## src/rtl/accum_16bit_if.sv

```systemverilog
// Operand stream, run control and result bus of the multi-operand accumulator.
// The master drives control and operands; the slave (accumulator) returns status and the total.
interface accum_16bit_if #(
  parameter int CNT_BITS = 8
);
  logic                start;
  logic [CNT_BITS-1:0] count;
  logic                abort;
  logic                in_valid;
  logic [15:0]         in_data;
  logic                in_ready;
  logic                busy;
  logic                done;
  logic [15:0]         result;
  logic                overflow_flag;

  modport master (
    output start, count, abort, in_valid, in_data,
    input  in_ready, busy, done, result, overflow_flag
  );

  modport slave (
    input  start, count, abort, in_valid, in_data,
    output in_ready, busy, done, result, overflow_flag
  );
endinterface

```

## src/rtl/accum_16bit.sv

```systemverilog
// Sequential accumulator: sums a programmed number of stream operands through one
// adder_16bit, then reports the wrapped total, a sticky carry-out flag and a done pulse.
module adder_16bit (
  input  logic [15:0] a,
  input  logic [15:0] b,
  input  logic        carry_in,
  output logic [15:0] sum,
  output logic        overflow
);
  assign {overflow, sum} = {1'b0, a} + {1'b0, b} + {16'h0000, carry_in};
endmodule

module accum_16bit_chk (
  input logic        clk,
  input logic        start,
  input logic        abort,
  input logic        in_valid,
  input logic [15:0] in_data
);
  // flag non-0/1 control levels and operand bits at every edge
  always_ff @(posedge clk) begin
    assert (!$isunknown({start, abort, in_valid}))
      else $error("accum_16bit: start/abort/in_valid not 0/1");
    if (in_valid === 1'b1) begin
      assert (!$isunknown(in_data))
        else $error("accum_16bit: in_data has non-0/1 bits while in_valid");
    end
  end
endmodule

module accum_16bit #(
  parameter int CNT_BITS = 8
) (
  input logic          clk,
  input logic          rst,
  accum_16bit_if.slave bus
);
  typedef enum logic [1:0] {
    IDLE  = 2'd0,
    ACCUM = 2'd1,
    DONE  = 2'd2
  } state_t;

  state_t              state_r, state_n;
  logic [15:0]         acc_r, acc_n;
  logic [15:0]         result_r, result_n;
  logic [CNT_BITS-1:0] remaining_r, remaining_n;
  logic                ovf_r, ovf_n;
  logic [15:0]         sum_s;
  logic                carry_s;
  logic                hs_s;

  adder_16bit u_adder (
    .a        (acc_r),
    .b        (bus.in_data),
    .carry_in (1'b0),
    .sum      (sum_s),
    .overflow (carry_s)
  );

  accum_16bit_chk u_chk (
    .clk      (clk),
    .start    (bus.start),
    .abort    (bus.abort),
    .in_valid (bus.in_valid),
    .in_data  (bus.in_data)
  );

  assign hs_s = bus.in_valid && (state_r == ACCUM);

  // state and datapath registers
  always_ff @(posedge clk) begin
    if (rst) begin
      state_r     <= IDLE;
      acc_r       <= 16'h0000;
      result_r    <= 16'h0000;
      remaining_r <= '0;
      ovf_r       <= 1'b0;
    end else begin
      state_r     <= state_n;
      acc_r       <= acc_n;
      result_r    <= result_n;
      remaining_r <= remaining_n;
      ovf_r       <= ovf_n;
    end
  end

  // next-state and next-register values; abort outranks the handshake
  always_comb begin
    state_n     = state_r;
    acc_n       = acc_r;
    result_n    = result_r;
    remaining_n = remaining_r;
    ovf_n       = ovf_r;
    case (state_r)
      IDLE: begin
        if (bus.start) begin
          ovf_n = 1'b0;
          if (bus.count != '0) begin
            acc_n       = 16'h0000;
            remaining_n = bus.count;
            state_n     = ACCUM;
          end else begin
            result_n = 16'h0000;
            state_n  = DONE;
          end
        end else begin
          state_n = IDLE;
        end
      end
      ACCUM: begin
        if (bus.abort) begin
          state_n = IDLE;
        end else if (hs_s) begin
          acc_n       = sum_s;
          ovf_n       = ovf_r | carry_s;
          remaining_n = remaining_r - CNT_BITS'(1);
          if (remaining_r == CNT_BITS'(1)) begin
            result_n = sum_s;
            state_n  = DONE;
          end else begin
            state_n = ACCUM;
          end
        end else begin
          state_n = ACCUM;
        end
      end
      DONE: begin
        state_n = IDLE;
      end
      default: begin
        state_n = IDLE;
      end
    endcase
  end

  assign bus.in_ready      = (state_r == ACCUM);
  assign bus.busy          = (state_r == ACCUM);
  assign bus.done          = (state_r == DONE);
  assign bus.result        = result_r;
  assign bus.overflow_flag = ovf_r;
endmodule

```

## src/flat_wrapper.sv

```systemverilog
// flat-port wrapper written by rule: the top's interface ports become plain ports
module accum_16bit_flat 
#(
  parameter int CNT_BITS = 8
)
  (clk, rst, bus_start, bus_count, bus_abort, bus_in_valid, bus_in_data, bus_in_ready, bus_busy, bus_done, bus_result, bus_overflow_flag);
  accum_16bit_if #(.CNT_BITS(CNT_BITS)) bus_i ();
  input logic clk;
  input logic rst;
  input wire logic [$bits(bus_i.start)-1:0] bus_start;
  input wire logic [$bits(bus_i.count)-1:0] bus_count;
  input wire logic [$bits(bus_i.abort)-1:0] bus_abort;
  input wire logic [$bits(bus_i.in_valid)-1:0] bus_in_valid;
  input wire logic [$bits(bus_i.in_data)-1:0] bus_in_data;
  output wire logic [$bits(bus_i.in_ready)-1:0] bus_in_ready;
  output wire logic [$bits(bus_i.busy)-1:0] bus_busy;
  output wire logic [$bits(bus_i.done)-1:0] bus_done;
  output wire logic [$bits(bus_i.result)-1:0] bus_result;
  output wire logic [$bits(bus_i.overflow_flag)-1:0] bus_overflow_flag;
  assign bus_i.start = bus_start;
  assign bus_i.count = bus_count;
  assign bus_i.abort = bus_abort;
  assign bus_i.in_valid = bus_in_valid;
  assign bus_i.in_data = bus_in_data;
  assign bus_in_ready = bus_i.in_ready;
  assign bus_busy = bus_i.busy;
  assign bus_done = bus_i.done;
  assign bus_result = bus_i.result;
  assign bus_overflow_flag = bus_i.overflow_flag;
  accum_16bit #(.CNT_BITS(CNT_BITS)) u_core (.clk(clk), .rst(rst), .bus(bus_i));
endmodule
```

## config.mk

```make
export PLATFORM = sky130hd
export DESIGN_NAME = accum_16bit_flat
export DESIGN_NICKNAME = d
export VERILOG_FILES = /design/src/rtl/accum_16bit_if.sv /design/src/rtl/accum_16bit.sv /design/src/flat_wrapper.sv
export SDC_FILE = /design/constraint.sdc
export NUM_CORES = 1
export LEC_CHECK = 0
export CORE_MARGIN = 10
export CORE_UTILIZATION = 40
export CTS_BUF_LIST = sky130_fd_sc_hd__clkbuf_4 sky130_fd_sc_hd__clkbuf_8
export DETAILED_ROUTE_END_ITERATION = 10
export GPL_ROUTABILITY_DRIVEN = 0
export PLACE_DENSITY = 0.66
export RECOVER_POWER = 100
export SKIP_CTS_REPAIR_TIMING = 1
export SYNTH_ARGS = -nofsm -noshare
export SYNTH_HDL_FRONTEND = slang
export SYNTH_SLANG_ARGS = --single-unit
```

## constraint.sdc

```tcl
create_clock -name clk -period 3.5 [get_ports clk]
set_clock_uncertainty 0.2 [all_clocks]
set_input_delay 0.7 -clock clk [delete_from_list [all_inputs] [get_ports clk]]
set_output_delay 0.7 -clock clk [all_outputs]
set_load 0.03 [all_outputs]
```

==> impl_metrics.py, run 1 <==
metrics = {
    "run_status": {
        "status": "finished, final reports clean",
    },
    "global_routing": {
        "antenna_found_initial": 0,
        "grt_max_degree": 36,
        "grt.total_usage": 0.1344,
        "grt_pass1_wl_mm": 11.30,
        "gr-total-overflow": 0,
        "grt_pass1_vias": 2376,
    },
    "timing": {
        "min_period_ns": 3.118,
        "max-slew-margin-rel": 0.4874,
        "fin_hold_ws_ns": 0.2609,
        "hold_viol_final": 0,
        "fin_crit_sh": 0.8910,
        "drv_slew": 0,
        "fin_ws_ns": 0.3816,
        "tightest_slew_ns": 0.7690,
        "finalSetupViolations": 0,
        "rsz0062_at_grt": "false",
        "fin_setup_tns_ns": 0,
        "fmaxAchievable_ghz": 0.3207,
    },
    "layout": {
        "final_cell_mix": "dfxtp_1, a21oi_1, nand2_1",
        "final_layout_size_suffix_gt1_frac": 0.04167,
        "syn2layout_area_growth_pct": 25.36,
        "antenna_cells": 0,
        "num-nets-final": 408,
        "final_common_cell": "dfxtp_1",
    },
    "drt": {
        "avgRoutedWirePerCell_um": 15.62,
        "wirelength_mm": 6.795,
        "ant_nets": 0,
        "route.detailed.drc": 0,
        "dr.pass1.iters": 4,
        "vias": 2412,
        "vias_per_cell": 5.545,
        "drtIter0Drc": 121,
    },
    "pwr": {
        "total_power_mw": 1.123,
        "max-vdd-ir-drop_v": 0.0001879,
        "p_per_area_mw_per_mm2": 353.9,
        "p_leak_nw": 1.360,
    },
    "die": {
        "std_cell_rows": 28,
        "initial_utilization": 0.4201,
        "die_x_um": 99.55,
        "io_pins": 49,
        "core-area_mm2": 0.006026,
        "die_h_um": 99.55,
        "die_area_mm2": 0.009910,
    },
    "setup_path": {
        "r2r_cells": 10,
        "crit_buf_inv": 1,
        "cpMostUsedCell": "a21oi_1",
        "critPathSlowestCell": "dlygate4sd3_1",
        "cp_max_fo": 4,
        "cpPeakStageDelay_ns": 0.58,
        "rrSetupSlack_ns": 1.01,
        "r2r-end": "u_core.bus.result[14]",
        "critPathKind": "in2reg",
        "rr_startpoint": "u_core.acc_r[0]",
        "crit_family": "compound AO/OA/AOI/OAI gates",
        "end_kind": "flip-flop",
        "critPathLaunchType": "input pin",
        "worstPathRequired_ns": 3.52,
        "critPathArrivalTime_ns": 3.14,
        "crit_chain": "dlygate4sd3_1 > ha_1 > a211o_1 > a21oi_1 > a21oi_1 > o31ai_1 > xnor2_1 > nand2_1 > a21oi_1",
    },
    "clocking": {
        "cts.htree.levels": 2,
        "clk_path_buf_depth": 2,
        "path_clk_slew_ns": 0.08,
        "cts_inserted_buffers": 5,
        "clk_latency_ns": 0.29,
        "tritoncts": "done",
        "tritoncts_num_sinks": 43,
        "cts_root_buf": "clkbuf_8",
    },
    "placement": {
        "place_ws_ns": 0.1814,
        "io_buffers": 48,
        "dpl.hpwl_mm": 5.064,
    },
    "synthesis": {
        "yosysWarnings": 0,
        "ys_seq_area_frac": 0.3401,
        "syn_area_mm2": 0.002531,
        "yosys_register_bits": 43,
        "async_flop_share": 0,
        "syn_nets": 362,
        "yosysUniqueCellTypes": 55,
        "synth-edff-count": 0,
        "synth_cells": 314,
        "avgSynthCellArea_um2": 8.061,
        "synth-main-ff-cell": "dfxtp_1",
    },
    "worst_hold_path": {
        "hold_path.class": "reg2reg",
        "worst_hold_path.endpoint": "u_core.acc_r[5]",
        "hp-start": "u_core.acc_r[5]",
        "holdPathStages": 2,
    },
    "flow_run": {
        "cap_violations": 0,
    },
}
[power by group]
part / switching (mW) / internal (mW) / leakage [nW]
clock network: 0.171 / 0.217 / 0.0547
registers: 0.0132 / 0.503 / 0.349
logic: 0.123 / 0.0945 / 0.957
[metrics by stage]
stage	area (um2)	utilization	std cells
after floorplan	2531	-	314
after global placement	3089	0.5127	428
after detailed placement	3089	0.5127	428
after global routing	3173	0.5266	435
final	3173	0.5266	435
after CTS	3196	0.5303	435
[worst register-to-register path, delay by kind of cell, from the launching register on]
family                   cells  cell delay, ns
AND/OR/NAND/NOR              2            0.38
adder cells (fa/ha/maj)      2            0.58
flip-flops                   1            0.35
buffers and inverters        1            0.06
XOR/XNOR                     1            0.14
AO/OA/AOI/OAI                4            0.67
[registers in the layout (all words and copies together), names as in the netlist]
register and flops:
u_core.bus.result 16, u_core.remaining_r 8, u_core.state_r 2, u_core.acc_r 16
u_core.bus.overflow_flag 1
[layer usage]
| metal | track usage | wire [um] |
|---|---|---|
| met1 | 0.1647 | 3157 |
| met3 | 0.04014 | 401 |
| met5 | 0 | 0 |
| met2 | 0.2229 | 3175 |
| met4 | 0.03528 | 61 |
[cells in the mapped netlist (2+ instances only)]
| cell type | instances | area, um2 |
|---|---|---|
| nor3b_1 | 3 | 22.52 |
| o21ai_0 | 15 | 75.07 |
| nand4_1 | 2 | 12.51 |
| a21oi_1 | 40 | 200.2 |
| a22oi_1 | 2 | 15.01 |
| and3_1 | 2 | 12.51 |
| inv_1 | 9 | 33.78 |
| a32o_1 | 4 | 40.04 |
| clkbuf_1 | 13 | 48.80 |
| a211oi_1 | 2 | 15.01 |
| a22o_1 | 7 | 61.31 |
| dfxtp_1 | 43 | 860.8 |
| a21oi_2 | 2 | 17.52 |
| nor4_1 | 3 | 18.77 |
| nor3_1 | 11 | 55.05 |
| xnor2_1 | 10 | 87.58 |
| ha_1 | 18 | 225.2 |
| nand2b_1 | 3 | 18.77 |
| a21o_1 | 3 | 22.52 |
| mux2i_1 | 5 | 50.05 |
| and2_1 | 3 | 18.77 |
| a211o_1 | 2 | 17.52 |
| or3_1 | 2 | 12.51 |
| o22ai_1 | 2 | 12.51 |
| xor2_1 | 2 | 17.52 |
| nand2_1 | 39 | 146.4 |
| nand3_1 | 10 | 50.05 |
| o31ai_1 | 4 | 30.03 |
| or4_1 | 2 | 15.01 |
| nor2_1 | 26 | 97.59 |
[area by class of cell]
class / instances / area [um2]
fillers: 574 / 2853
multi-input cells: 246 / 1559
flip-flops and latches: 43 / 860.8
repair buffers: 54 / 515.5
well taps: 75 / 93.84
clock buffers: 6 / 76.32
inverters: 10 / 37.54
clock inverters: 1 / 30.03
[cell families after synthesis]
family | synth area share
AND/OR/NAND/NOR | 0.2131
AO/OA/AOI/OAI | 0.2496
flip-flops | 0.3401
buffers and inverters | 0.03905
adder cells (fa/ha/maj) | 0.09689
XOR/XNOR | 0.04152
multiplexers | 0.01977
[worst max path at each step]
stage                               from               endpoint  slack [ns]  depth (start not counted)
after floorplan           bus_in_data[0]  u_core.bus.result[14]        0.74                         10
after global placement    bus_in_data[0]  u_core.bus.result[14]        0.20                         11
after detailed placement  bus_in_data[0]  u_core.bus.result[14]        0.18                         11
after CTS                 bus_in_data[0]  u_core.bus.result[14]        0.47                         11
after global routing      bus_in_data[0]  u_core.bus.result[14]        0.24                         11
final                     bus_in_data[1]       u_core.acc_r[15]        0.38                          9
Note: power is estimated with default switching activity, not from simulation.
==> run 2, diff against run 1 <==
SKIP_LAST_GASP = 1   (was not set)
==> results of run 2 <==
The final DEF is identical to that of run 1; final timing and power are the same.
